[src/rtl/binary_add_chunked.sv]
// binary_add_chunked
// Multi-cycle adder/subtractor. A WIDTH-bit add (or subtract) is performed
// CHUNK bits per clock, least-significant chunk first, with the inter-chunk
// carry kept in a register so the critical path is one CHUNK-bit adder.
// Subtraction is A + ~B + ~cin, so a single adder serves both modes.
//
// Ports:
//   clk, rst_n          clock (rising edge), asynchronous active-low reset
//   in_valid, in_ready  operand handshake; in_ready is high only in IDLE
//   A, B, cin, sub      operands, carry/borrow-in, mode (0 add, 1 subtract)
//   out_valid, out_ready result handshake
//   S, cout, ovf        registered result, carry/borrow-out, signed overflow
module binary_add_chunked #(
  parameter int WIDTH = 32,
  parameter int CHUNK = 8
) (
  input  logic             clk,
  input  logic             rst_n,
  input  logic             in_valid,
  output logic             in_ready,
  input  logic [WIDTH-1:0] A,
  input  logic [WIDTH-1:0] B,
  input  logic             cin,
  input  logic             sub,
  output logic             out_valid,
  input  logic             out_ready,
  output logic [WIDTH-1:0] S,
  output logic             cout,
  output logic             ovf
);

  localparam int NCHUNK = WIDTH / CHUNK;
  localparam int KW     = (NCHUNK > 1) ? $clog2(NCHUNK) : 1;
  localparam logic [KW-1:0] K_LAST = KW'(NCHUNK - 1);

  typedef enum logic [1:0] {
    IDLE,
    RUN,
    DONE
  } state_t;

  state_t state, state_nxt;

  // Operand registers shift right one chunk per RUN cycle, so the chunk being
  // worked on is always in the low CHUNK bits. The partial sum fills from the
  // top and is fully aligned after NCHUNK shifts.
  logic [WIDTH-1:0] a_q;
  logic [WIDTH-1:0] b_q;      // holds Beff (B or ~B)
  logic [WIDTH-1:0] sum_q;
  logic             carry_q;
  logic             mode_q;   // 1 = subtract; inverts the final carry into a borrow
  logic [KW-1:0]    k_q;

  logic             accept;
  logic             last_chunk;
  logic [CHUNK:0]   chunk_sum;
  logic [WIDTH-1:0] sum_nxt;

  assign accept     = in_valid && in_ready;
  assign last_chunk = (state == RUN) && (k_q == K_LAST);

  assign chunk_sum = {1'b0, a_q[CHUNK-1:0]} + {1'b0, b_q[CHUNK-1:0]}
                   + (CHUNK+1)'(carry_q);
  assign sum_nxt   = (sum_q >> CHUNK)
                   | (WIDTH'(chunk_sum[CHUNK-1:0]) << (WIDTH - CHUNK));

  // NOTE: state registers use non-blocking assignments so every flop samples
  // the pre-edge values of all others, independent of statement order.
  always_ff @(posedge clk or negedge rst_n) begin
    if (!rst_n) state <= IDLE;
    else        state <= state_nxt;
  end

  // NOTE: every output of this block is given a default first, so no path
  // leaves a signal unassigned and no latch is inferred.
  always_comb begin
    state_nxt = state;
    in_ready  = 1'b0;
    unique case (state)
      IDLE: begin
        in_ready = 1'b1;
        if (in_valid) state_nxt = RUN;
      end
      RUN: begin
        if (k_q == K_LAST) state_nxt = DONE;
      end
      DONE: begin
        // out_valid is always high in DONE, so out_ready alone completes it.
        if (out_ready) state_nxt = IDLE;
      end
      default: state_nxt = IDLE;
    endcase
  end

  // NOTE: the operand/sum registers are ordinary flops, not a memory array,
  // so they are cleared on reset along with the visible outputs.
  always_ff @(posedge clk or negedge rst_n) begin
    if (!rst_n) begin
      a_q       <= '0;
      b_q       <= '0;
      sum_q     <= '0;
      carry_q   <= 1'b0;
      mode_q    <= 1'b0;
      k_q       <= '0;
      S         <= '0;
      cout      <= 1'b0;
      ovf       <= 1'b0;
      out_valid <= 1'b0;
    end else begin
      if (accept) begin
        a_q     <= A;
        b_q     <= sub ? ~B : B;
        carry_q <= sub ^ cin;     // sub ? ~cin : cin
        mode_q  <= sub;
        sum_q   <= '0;
        k_q     <= '0;
      end

      if (state == RUN) begin
        a_q     <= a_q >> CHUNK;
        b_q     <= b_q >> CHUNK;
        carry_q <= chunk_sum[CHUNK];
        sum_q   <= sum_nxt;
        k_q     <= k_q + 1'b1;
      end

      if (last_chunk) begin
        // On the last chunk the low CHUNK bits of a_q/b_q are the top chunk of
        // the operands, so bit CHUNK-1 is the operand MSB.
        S         <= sum_nxt;
        cout      <= mode_q ^ chunk_sum[CHUNK];
        ovf       <= (a_q[CHUNK-1] == b_q[CHUNK-1])
                  && (chunk_sum[CHUNK-1] != a_q[CHUNK-1]);
        out_valid <= 1'b1;
      end

      if ((state == DONE) && out_ready) out_valid <= 1'b0;
    end
  end

endmodule

[config.mk]
export PLATFORM = sky130hd
export DESIGN_NAME = binary_add_chunked
export DESIGN_NICKNAME = d
export VERILOG_FILES = /design/src/rtl/binary_add_chunked.sv
export SDC_FILE = /design/constraint.sdc
export NUM_CORES = 1
export LEC_CHECK = 0
export ABC_AREA = 1
export BUFFER_PORTS_ARGS = -buffer_cell sky130_fd_sc_hd__buf_2
export CELL_PAD_IN_SITES_DETAIL_PLACEMENT = 2
export CELL_PAD_IN_SITES_GLOBAL_PLACEMENT = 2
export CORE_AREA = 2 2 130 132
export DETAILED_ROUTE_END_ITERATION = 16
export DIE_AREA = 0 0 132 134
export PLACE_DENSITY_LB_ADDON = 0.1
export SYNTH_ARGS = -nofsm -noshare
export SYNTH_HDL_FRONTEND = slang
export SYNTH_SLANG_ARGS = --single-unit
export TNS_END_PERCENT = 50
[constraint.sdc]
create_clock -name clk -period 3.2 [get_ports clk]
set_input_delay 0.64 -clock clk [delete_from_list [all_inputs] [get_ports clk]]
set_output_delay 0.64 -clock clk [all_outputs]
set_load 0.1 [all_outputs]
==> reports/metrics.cfg <==
[placement]
pre_cts_slack_ns=0.963
placed_area_mm2=0.00659
gp_congestion=0.773
dp_hpwl_mm=11.2
port_buffers=105

[final_layout]
multiInputGateArea_mm2=0.00229
area_growth_pct=20.9
fill_cells=1791
final_area_mm2=0.00718
antenna_cells=0
final_util_pct=44.1
regArea_mm2=0.00323
drive_above_1_share_pct=22.1
final_nets=808

[logic_synthesis]
syn_nets=716
synth_cell_types=36
seq_area_frac_synth_pct=54.4
async_flop_share_pct=100
synthFlopType=dfrtp_1
netlist_area_mm2=0.00593
ys_ff_latch=129
synth_top_area_share_pct=54.4
synth.most_common_cell=nand2_1
ys_top_cells_by_count=nand2_1, dfrtp_1, inv_1, o21ai_0, xnor2_1
yosys.area.top_type=dfrtp_1
synth-edff-count=0
syn_area_per_cell_um2=9.33
syn_inst=636
yosysWarningCount=0
synthTopCellsByArea=dfrtp_1, nand2_1, xnor2_1

[sta]
fin_setup_tns_ns=0
slew_violations=0
worstMarginPinSlew_ns=0.976
slew_headroom_pct=34.9
grt_setup_unrepaired=false
fin_ws_ns=0.860
hold_viol=0
min_period_ns=2.34
finalCritPeriodShare_pct=73.1
fmax_mhz=427
fin_skew_ns=0.00942
final-setup-viol-count=0

[grt]
grt_max_degree=87
grt_antenna_before_repair=0
gr-total-overflow=0
grt_pass1_wl_mm=28.4
grt_pass1_vias=5410
grt.total_usage_pct=20.4

[clock_network]
cts.clk_slew.worst_paths_ns=0.06
cts_buffers=17
clock-sinks=129
h-tree-depth=4
cts_root_buf=clkbuf_16
cts_hold_buf=0
insertion_delay_ns=0.42
cts_buffer_depth=2
cts_setup_buffers=0
post_cts.resized_instances=0
cts_tree=built

[drt]
via_count=4766
routed_via_density=4.97
avgRoutedWirePerCell_um=17.5
dr.pass1.iters=4
drc=0
totalWireLength_mm=16.8
first_iter_violations=153
ant_nets=0

[status]
status=finished, final reports clean

[floorplanning]
dieHeight_um=134
rows=47
coreArea_mm2=0.0163
die_x_um=132
start_util_pct=36.4
num_io_pins=106
dieArea_mm2=0.0177

[setup_path]
cp_slowest_cell=buf_2
end_kind=output pin
crit_type=reg -> out
cpPeakStageDelay_ns=0.49
worstSetupStartpointType=register
crit_chain=nor2_4 > buf_2
arrival_ns=1.70
worstPathMaxFanout=10
cp.required_ns=2.56

[job]
cap_violations=0

[hold_path]
hold_class=in -> async

through the flow:
stage | instances | hold WS, ns
after detailed placement | 929 | 0.468
after global placement | 929 | 0.453
after CTS | 959 | 0.134
final | 959 | 0.137
after global routing | 959 | 0.160
after floorplan | 636 | 0.344
final timing paths:
check / startpoint / end / slack (ns) / cells past startpoint
max in group asynchronous: rst_n / b_q[4] / 2.23 / 2
worst max-delay path: state[1] / in_ready / 0.86 / 2
worst max register to register: state[1] / b_q[23] / 1.02 / 6
worst min register to register: out_valid / out_valid / 0.47 / 2
worst min-delay path: rst_n / sum_q[15] / 0.14 / 1
min in group clk: out_ready / state[1] / 0.46 / 2
layout make-up:
type	instances	share of cell area, %
tap	220	3.84
multi-input combinational	413	31.9
sequential	129	45.0
clock buffer	17	5.93
timing repair buffer	110	8.11
inverter	57	3.02
clock inverter	13	2.27
critical path: cells and delay by family, from the launching register on:
family                 cells  cell delay, ns
buffers and inverters      1            0.49
DFF                        1            0.48
and+or+nand+nor            1            0.30
kinds of logic after synthesis:
| kind of cell | synth area share (%) |
|---|---|
| adders and majority gates | 2.36 |
| and+or+nand+nor | 17.4 |
| muxes | 0.190 |
| DFF | 54.4 |
| xor gates and xnor gates | 5.17 |
| buffers and inverters | 7.11 |
| AOI/OAI and AO/OA | 13.4 |
placed cells by master, fill, tap and decap left out, types with 2 or more instances in the layout:
master / netlist / layout
o22ai_1: 20 / 20
dfrtp_1: 129 / 129
a21oi_1: 4 / 4
nor2_1: 17 / 17
inv_2: 2 / 2
clkinvlp_4: 0 / 3
a211oi_2: 9 / 9
o21ai_1: 3 / 3
nand3b_1: 4 / 4
o21ai_0: 51 / 51
o31ai_2: 2 / 2
a32o_1: 3 / 3
clkinv_2: 0 / 3
fa_1: 2 / 2
xnor2_1: 33 / 33
clkinv_4: 0 / 2
o211ai_1: 24 / 24
xor2_1: 2 / 2
nor3_2: 2 / 2
ha_1: 8 / 8
o21a_1: 2 / 2
buf_4: 1 / 4
nand3_1: 19 / 19
nor3_1: 9 / 9
inv_1: 54 / 54
clkbuf_16: 0 / 17
bufinv_16: 0 / 3
buf_2: 25 / 104
nand2_4: 2 / 2
inv_6: 0 / 2
nand2_1: 191 / 190
per-layer routing:
layer / wire (µm) / vias up / GRT usage (%)
li1: - / 2260 / -
met1: 7490 / 2397 / 25.6
met2: 8560 / 85 / 35.4
met3: 441 / 24 / 3.82
met4: 265 / 0 / 6.88
met5: 0 / - / 0
registers in the layout, indices dropped and copies added (netlist names):
| register | cells |
|---|---|
| out_valid | 1 |
| carry_q | 1 |
| state | 2 |
| ovf | 1 |
| k_q | 2 |
| b_q | 32 |
| a_q | 32 |
| cout | 1 |
| sum_q | 24 |
| mode_q | 1 |
| S | 32 |
Power is not shown: default switching activity piles up to over one toggle a cycle in this logic, so the estimate is an artifact.
